### config.mk
export PLATFORM = sky130hd
export DESIGN_NAME = apb_master_bridge_flat
export DESIGN_NICKNAME = d
export VERILOG_FILES = /design/src/rtl/apb_pkg.sv /design/src/rtl/apb_master_bridge_if.sv /design/src/rtl/apb_master_timer.sv /design/src/rtl/apb_master_bridge.sv /design/src/flat_wrapper.sv
export SDC_FILE = /design/constraint.sdc
export NUM_CORES = 1
export LEC_CHECK = 0
export BUFFER_PORTS_ARGS = -buffer_cell sky130_fd_sc_hd__buf_2
export CAP_MARGIN = 20
export CORE_ASPECT_RATIO = 2
export CORE_MARGIN = 8
export CORE_UTILIZATION = 47
export DETAILED_ROUTE_END_ITERATION = 8
export PLACE_DENSITY = 0.86
export SLEW_MARGIN = 10
export SYNTH_ARGS = -nofsm -noshare
export SYNTH_HDL_FRONTEND = slang
export SYNTH_SLANG_ARGS = --single-unit
export TNS_END_PERCENT = 20
### constraint.sdc
create_clock -name pclk -period 3.85 [get_ports pclk]
set_input_delay 0 -clock pclk [delete_from_list [all_inputs] [get_ports pclk]]
set_output_delay 0 -clock pclk [all_outputs]
set_load 0.005 [all_outputs]
### src/rtl/apb_pkg.sv
// Shared types and constants for the APB master bridge.
package apb_pkg;

    typedef enum logic [2:0] {
        IDLE,
        SETUP,
        ACCESS,
        RWAIT,
        RESP
    } apb_mst_state_t;

    localparam int APB_ADDR_W = 32;
    localparam int APB_DATA_W = 32;

    // Low address bits that must be zero for a legal word access.
    localparam logic [1:0] ALIGN_MASK = 2'b11;

    function automatic logic is_aligned(input logic [1:0] lsb);
        return (lsb & ALIGN_MASK) == 2'b00;
    endfunction

endpackage

### src/rtl/apb_master_bridge_if.sv
// Command/response and APB bus bundle for the APB master bridge.
interface apb_master_bridge_if
    import apb_pkg::*;
#(
    parameter int ADDR_W = APB_ADDR_W,
    parameter int DATA_W = APB_DATA_W
) ();
    // command side
    logic              cmd_valid;
    logic              cmd_ready;
    logic              cmd_write;
    logic [ADDR_W-1:0] cmd_addr;
    logic [DATA_W-1:0] cmd_wdata;
    // response side
    logic              rsp_valid;
    logic              rsp_ready;
    logic [DATA_W-1:0] rsp_rdata;
    logic              rsp_error;
    logic              rsp_timeout;
    // APB bus
    logic [ADDR_W-1:0] paddr;
    logic [DATA_W-1:0] pwdata;
    logic              pwrite;
    logic              psel;
    logic              penable;
    logic [DATA_W-1:0] prdata;
    logic              pready;
    logic              pslverr;

    // Bridge side
    modport master (
        input  cmd_valid, cmd_write, cmd_addr, cmd_wdata, rsp_ready,
        input  prdata, pready, pslverr,
        output cmd_ready, rsp_valid, rsp_rdata, rsp_error, rsp_timeout,
        output paddr, pwdata, pwrite, psel, penable
    );

    // Requester plus APB completer side
    modport slave (
        output cmd_valid, cmd_write, cmd_addr, cmd_wdata, rsp_ready,
        output prdata, pready, pslverr,
        input  cmd_ready, rsp_valid, rsp_rdata, rsp_error, rsp_timeout,
        input  paddr, pwdata, pwrite, psel, penable
    );

endinterface

### src/rtl/apb_master_timer.sv
// ACCESS wait-state counter; expired flags the last permitted wait cycle.
module apb_master_timer #(
    parameter int TIMEOUT = 16
) (
    input  logic clk,
    input  logic rst,
    input  logic clr,
    input  logic en,
    output logic expired
);
    localparam int CW = $clog2(TIMEOUT) + 1;
    localparam logic [CW-1:0] LAST = CW'(TIMEOUT == 0 ? 0 : TIMEOUT - 1);

    logic [CW-1:0] cnt;

    // Count stalled ACCESS cycles; saturate instead of wrapping.
    always_ff @(posedge clk or posedge rst) begin
        if (rst)                  cnt <= '0;
        else if (clr)             cnt <= '0;
        else if (en && cnt != '1) cnt <= cnt + 1'b1;
    end

    assign expired = (TIMEOUT != 0) && (cnt == LAST);

endmodule

### src/rtl/apb_master_bridge.sv
// Single-outstanding APB requester: valid/ready command in, APB transfer out,
// registered response back. All bus and response outputs are flops.
module apb_master_bridge
    import apb_pkg::*;
#(
    parameter int ADDR_W      = APB_ADDR_W,
    parameter int DATA_W      = APB_DATA_W,
    parameter int RDATA_DELAY = 1,
    parameter int TIMEOUT     = 16
) (
    input  logic                 pclk,
    input  logic                 preset,
    apb_master_bridge_if.master  bus
);
    apb_mst_state_t    state, state_n;
    logic [ADDR_W-1:0] paddr_q, paddr_n;
    logic [DATA_W-1:0] pwdata_q, pwdata_n;
    logic              pwrite_q, pwrite_n;
    logic [DATA_W-1:0] rdata_q, rdata_n;
    logic              err_q, err_n;
    logic              to_q, to_n;
    logic              psel_q, penable_q, rsp_valid_q;
    logic              expired;

    apb_master_timer #(.TIMEOUT(TIMEOUT)) u_timer (
        .clk     (pclk),
        .rst     (preset),
        .clr     (state == SETUP),
        .en      (state == ACCESS && !bus.pready),
        .expired (expired)
    );

    // Next state plus next values of the registered bus/response fields.
    always_comb begin
        state_n  = state;
        paddr_n  = paddr_q;
        pwdata_n = pwdata_q;
        pwrite_n = pwrite_q;
        rdata_n  = rdata_q;
        err_n    = err_q;
        to_n     = to_q;
        case (state)
            IDLE: if (bus.cmd_valid) begin
                if (is_aligned(bus.cmd_addr[1:0])) begin
                    paddr_n  = bus.cmd_addr;
                    pwdata_n = bus.cmd_wdata;
                    pwrite_n = bus.cmd_write;
                    state_n  = SETUP;
                end else begin
                    // Misaligned: answer straight away, never touch the bus.
                    rdata_n = '0;
                    err_n   = 1'b1;
                    to_n    = 1'b0;
                    state_n = RESP;
                end
            end
            SETUP: state_n = ACCESS;
            ACCESS: begin
                if (bus.pready) begin
                    err_n   = bus.pslverr;
                    to_n    = 1'b0;
                    rdata_n = '0;
                    if (pwrite_q || RDATA_DELAY == 0) begin
                        if (!pwrite_q && !bus.pslverr) rdata_n = bus.prdata;
                        state_n = RESP;
                    end else begin
                        state_n = RWAIT;
                    end
                end else if (expired) begin
                    rdata_n = '0;
                    err_n   = 1'b1;
                    to_n    = 1'b1;
                    state_n = RESP;
                end
            end
            RWAIT: begin
                // Slave registers its read data; it is valid one cycle late.
                if (!err_q) rdata_n = bus.prdata;
                state_n = RESP;
            end
            RESP: if (bus.rsp_ready) begin
                rdata_n = '0;
                err_n   = 1'b0;
                to_n    = 1'b0;
                state_n = IDLE;
            end
            default: state_n = IDLE;
        endcase
    end

    // State and output registers; strobes decoded from the next state.
    always_ff @(posedge pclk or posedge preset) begin
        if (preset) begin
            state       <= IDLE;
            paddr_q     <= '0;
            pwdata_q    <= '0;
            pwrite_q    <= 1'b0;
            rdata_q     <= '0;
            err_q       <= 1'b0;
            to_q        <= 1'b0;
            psel_q      <= 1'b0;
            penable_q   <= 1'b0;
            rsp_valid_q <= 1'b0;
        end else begin
            state       <= state_n;
            paddr_q     <= paddr_n;
            pwdata_q    <= pwdata_n;
            pwrite_q    <= pwrite_n;
            rdata_q     <= rdata_n;
            err_q       <= err_n;
            to_q        <= to_n;
            psel_q      <= (state_n == SETUP) || (state_n == ACCESS);
            penable_q   <= (state_n == ACCESS);
            rsp_valid_q <= (state_n == RESP);
        end
    end

    assign bus.cmd_ready   = (state == IDLE) && !preset;
    assign bus.paddr       = paddr_q;
    assign bus.pwdata      = pwdata_q;
    assign bus.pwrite      = pwrite_q;
    assign bus.psel        = psel_q;
    assign bus.penable     = penable_q;
    assign bus.rsp_valid   = rsp_valid_q;
    assign bus.rsp_rdata   = rdata_q;
    assign bus.rsp_error   = err_q;
    assign bus.rsp_timeout = to_q;

endmodule

### src/flat_wrapper.sv
// flat-port wrapper written by rule: the top's interface ports become plain ports
module apb_master_bridge_flat import apb_pkg::*;
#(
    parameter int ADDR_W      = APB_ADDR_W,
    parameter int DATA_W      = APB_DATA_W,
    parameter int RDATA_DELAY = 1,
    parameter int TIMEOUT     = 16
)
  (pclk, preset, bus_cmd_valid, bus_cmd_write, bus_cmd_addr, bus_cmd_wdata, bus_rsp_ready, bus_prdata, bus_pready, bus_pslverr, bus_cmd_ready, bus_rsp_valid, bus_rsp_rdata, bus_rsp_error, bus_rsp_timeout, bus_paddr, bus_pwdata, bus_pwrite, bus_psel, bus_penable);
  apb_master_bridge_if #(.ADDR_W(ADDR_W), .DATA_W(DATA_W)) bus_i ();
  input  logic pclk;
  input  logic preset;
  input wire logic [$bits(bus_i.cmd_valid)-1:0] bus_cmd_valid;
  input wire logic [$bits(bus_i.cmd_write)-1:0] bus_cmd_write;
  input wire logic [$bits(bus_i.cmd_addr)-1:0] bus_cmd_addr;
  input wire logic [$bits(bus_i.cmd_wdata)-1:0] bus_cmd_wdata;
  input wire logic [$bits(bus_i.rsp_ready)-1:0] bus_rsp_ready;
  input wire logic [$bits(bus_i.prdata)-1:0] bus_prdata;
  input wire logic [$bits(bus_i.pready)-1:0] bus_pready;
  input wire logic [$bits(bus_i.pslverr)-1:0] bus_pslverr;
  output wire logic [$bits(bus_i.cmd_ready)-1:0] bus_cmd_ready;
  output wire logic [$bits(bus_i.rsp_valid)-1:0] bus_rsp_valid;
  output wire logic [$bits(bus_i.rsp_rdata)-1:0] bus_rsp_rdata;
  output wire logic [$bits(bus_i.rsp_error)-1:0] bus_rsp_error;
  output wire logic [$bits(bus_i.rsp_timeout)-1:0] bus_rsp_timeout;
  output wire logic [$bits(bus_i.paddr)-1:0] bus_paddr;
  output wire logic [$bits(bus_i.pwdata)-1:0] bus_pwdata;
  output wire logic [$bits(bus_i.pwrite)-1:0] bus_pwrite;
  output wire logic [$bits(bus_i.psel)-1:0] bus_psel;
  output wire logic [$bits(bus_i.penable)-1:0] bus_penable;
  assign bus_i.cmd_valid = bus_cmd_valid;
  assign bus_i.cmd_write = bus_cmd_write;
  assign bus_i.cmd_addr = bus_cmd_addr;
  assign bus_i.cmd_wdata = bus_cmd_wdata;
  assign bus_i.rsp_ready = bus_rsp_ready;
  assign bus_i.prdata = bus_prdata;
  assign bus_i.pready = bus_pready;
  assign bus_i.pslverr = bus_pslverr;
  assign bus_cmd_ready = bus_i.cmd_ready;
  assign bus_rsp_valid = bus_i.rsp_valid;
  assign bus_rsp_rdata = bus_i.rsp_rdata;
  assign bus_rsp_error = bus_i.rsp_error;
  assign bus_rsp_timeout = bus_i.rsp_timeout;
  assign bus_paddr = bus_i.paddr;
  assign bus_pwdata = bus_i.pwdata;
  assign bus_pwrite = bus_i.pwrite;
  assign bus_psel = bus_i.psel;
  assign bus_penable = bus_i.penable;
  apb_master_bridge #(.ADDR_W(ADDR_W), .DATA_W(DATA_W), .RDATA_DELAY(RDATA_DELAY), .TIMEOUT(TIMEOUT)) u_core (.pclk(pclk), .preset(preset), .bus(bus_i));
endmodule
==> implementation parameters <==
Parameter                              Value

Logic synthesis
  Post-synthesis sequential element count    110
  Total of warnings raised by yosys    0
  Synthesized instance count    347
  Sequential element share of the synthesized area    59.0%
  Number of different library cells in the post-synthesis netlist    36
  Number of enable flip-flop cells after synthesis    0
  Most used DFF post-synth    sky130_fd_sc_hd__dfrtp_1
  Post-synth net total    453
  Cell area after synthesis    4660 sq um
  Post-synthesis area per instance    13.4 sq um
  Share of synthesized flip-flops with an asynchronous set or reset    100%

Global routing
  First-pass GRT wire length    21600 microns
  Residual overflow from global routing    0
  Initial antenna violation count    0
  GRT Resource Usage Total    20.5%
  Largest net degree at the start of global routing    71
  Vias in the first global route    4277

Route
  Detailed-route vias per instance    4.79
  Total vias in the final route    3755
  Count of TritonRoute iterations in the first routing pass    4
  Routed wire length    13900 microns
  ANT nets after route    0
  DRC marker count from the first detailed-route iteration    149
  DRC viols    0
  Final routed wire length divided by cell count    17.7 microns

Timing
  Max Slew Vio Count    0
  Minimum clock period after layout    2.39 ns
  Setup repair after global routing missed its margin    false
  Worst-margin pin slew    0.830 ns
  Finish-stage setup viols    0
  Post-route clock period utilization    62.2%
  Post-route clock skew    0.0111 ns
  Final WS setup    1.46 ns
  Normalized max-slew margin    44.6%
  Final TNS setup    0 ns
  Fmax achieved    418 MHz
  Post-route worst hold slack    0.0112 ns
  Final Hold Viols    0

Setup path
  Required @ worst endpoint    4.10 ns
  Worst Path Arrival    2.65 ns
  Critical path startpoint    u_core.u_timer.cnt[0]$_DFFE_PP0P_
  Register-to-register setup slack    1.46 ns
  Slowest cell on the critical path    sky130_fd_sc_hd__buf_4
  Worst-path fanout max    32
  Most frequent CP cell    sky130_fd_sc_hd__ha_1
  Setup CP Type    register to register
  Launch point of the worst reg-to-reg path    u_core.u_timer.cnt[0]$_DFFE_PP0P_
  CP endpoint kind    register
  Crit-path max cell delay    0.47 ns
  Kind of start point of the critical path    register
  Chain of cells forming the critical path    ha_1 -> and3_1 -> ha_1 -> nor3b_1 -> nor3_2 -> o21ai_4 -> buf_4 -> mux2i_1

Placement
  Quantity of I/O buffers inserted on ports    205
  HPWL after detailed placement    9080 microns
  Placer congestion estimate    0.751
  Worst slack at placement    1.44 ns

Floorplan
  Placement Rows    51
  Die footprint    13600 sq um
  Initial core utilization    48.1%
  Area of the core    9700 sq um
  Number of I/O pins    206
  Die width    86.4 microns
  Vertical die dimension    157 microns

Layout
  Net count of the finished layout    753
  Area of the multi-input gates    1650 sq um
  Proportion of layout cells with a drive suffix above 1    45.4%
  Area Growth Syn to Fin    51.5%
  Reg area    2750 sq um
  Number of inserted filler cells in the final layout    620
  Number of antenna diodes    0

Run
  Number of violations of the max-capacitance limit    0

CTS
  Number of buffers on the longest clock path    2
  Clock buffer count from CTS    9
  Clock network latency to the later pin of the worst-skew pair    0.35 ns
  Total number of clock tree sinks    110
  Total of cells resized after clock tree synthesis    0
  Root cell of the clock tree    sky130_fd_sc_hd__clkbuf_16
  Max H-tree Level    3
  Register clock-pin slew on the reported worst setup and hold paths    0.07 ns
  Clock tree from TritonCTS    built

Pwr
  Pleak    3.68 nW
  Pwr Density    612 nW/um^2
  Tot Pwr    0.00433 W
  Largest voltage drop on the vdd net    0.433 mV

Status
  Status    complete, no violations

Hold path
  Hold Path Class    input pin to register
  Beginning of the worst hold path    bus_cmd_addr[0]
per-layer routing:
metal	vias to the layer above	GRT usage (%)	share of wire, %
met2	159	36.2	53
met5	-	0	0
met4	0	9.59	3.5
met1	1818	20.8	35
li1	1743	-	-
met3	35	6.99	8.2
power by group:
group	switching, W	total (W)	internal [W]
clock	0.000414	0.000961	0.000547
combinational	0.000666	0.00156	0.000894
sequential	0.000264	0.00180	0.00154
critical path: cells and delay by family (launching register included):
family,cells,cell delay (ns)
mux,1,0.27
fa+ha+maj,2,0.44
compound gates,1,0.14
buf+inv,1,0.47
flops,1,0.42
simple gates,3,0.57
cell usage after synthesis (all sizes together) (3+ instances only):
library cell / number / share of area [%]
nor2: 7 / 0.56
buf: 16 / 2.8
a21oi: 3 / 0.32
nand3: 6 / 0.75
mux2: 64 / 17
mux2i: 32 / 6.9
and2: 4 / 0.54
nand2: 38 / 3.1
o21ai: 5 / 0.78
ha: 3 / 0.81
xor2: 3 / 0.56
inv: 35 / 2.8
dfrtp: 110 / 59
logic make-up after synthesis:
kind of cell             share of synthesized area (%)
AO/OA/AOI/OAI                                     2.04
XOR/XNOR                                         0.564
adder cells (fa/ha/maj)                          0.805
buffers and inverters                             5.72
flip-flops                                        59.0
multiplexers                                      24.3
AND/OR/NAND/NOR                                   7.51
final timing paths:
kind | depth (start not counted) | to
worst min-delay path | 3 | u_core.state[2]$_DFF_PP0_
worst max-delay path | 8 | u_core.bus.rsp_rdata[9]$_DFFE_PP0P_
worst min register to register | 1 | u_core.bus.paddr[0]$_DFFE_PP0P_
min in group asynchronous | 3 | u_core.bus.pwdata[28]$_DFFE_PP0P_
worst max register to register | 8 | u_core.bus.rsp_rdata[9]$_DFFE_PP0P_
max in group asynchronous | 4 | u_core.bus.rsp_rdata[3]$_DFFE_PP0P_
registers in the layout, indices dropped and copies added, names as in the netlist:
register	cells
u_core.state	3
u_core.bus.rsp_error	1
u_core.bus.psel	1
u_core.bus.pwrite	1
u_core.bus.rsp_valid	1
u_core.bus.rsp_rdata	32
u_core.bus.paddr	32
u_core.bus.penable	1
u_core.bus.pwdata	32
u_core.u_timer.cnt	5
u_core.bus.rsp_timeout	1
cell usage in the layout (no fill, tap or decap), types with 2 or more instances in the layout:
cell and count:
sky130_fd_sc_hd__nand3b_1 2, sky130_fd_sc_hd__mux2_2 38, sky130_fd_sc_hd__clkinv_4 2, sky130_fd_sc_hd__and2_1 4
sky130_fd_sc_hd__inv_6 2, sky130_fd_sc_hd__a22oi_1 2, sky130_fd_sc_hd__and3_1 2, sky130_fd_sc_hd__buf_2 205
sky130_fd_sc_hd__clkbuf_8 2, sky130_fd_sc_hd__xor2_1 3, sky130_fd_sc_hd__nor2b_1 2, sky130_fd_sc_hd__o21ai_0 4
sky130_fd_sc_hd__dlygate4sd3_1 97, sky130_fd_sc_hd__a21oi_1 3, sky130_fd_sc_hd__inv_1 34, sky130_fd_sc_hd__mux2i_1 32
sky130_fd_sc_hd__nand2_1 38, sky130_fd_sc_hd__nor2_1 7, sky130_fd_sc_hd__nand3_1 5, sky130_fd_sc_hd__buf_4 2
sky130_fd_sc_hd__clkbuf_16 9, sky130_fd_sc_hd__ha_1 3, sky130_fd_sc_hd__dfrtp_1 110, sky130_fd_sc_hd__mux2_4 25
cell type report:
type / instances / area share (%)
clock inverter: 5 / 0.921
timing repair buffer: 306 / 28.9
sequential: 110 / 39.0
clock buffer: 11 / 3.58
tap: 132 / 2.34
multi-input combinational: 185 / 23.4
inverter: 35 / 1.90
stage by stage:
stage / std cells / cell area, sq um / util, %
after floorplan: 347 / 4660 / -
after global placement: 669 / 5740 / 59.2
after detailed placement: 669 / 5740 / 59.2
after CTS: 782 / 7030 / 72.5
after global routing: 784 / 7060 / 72.8
final: 784 / 7060 / 72.8
what timing repair did:
| action | CTS | global route |
|---|---|---|
| buffers inserted | 0 | 0 |
| hold buffers | 97 | 0 |
| endpoints found under the hold margin | 166 | 0 |
| endpoints found under the setup margin | 0 | 0 |
Power figures use the tool's default switching activity.
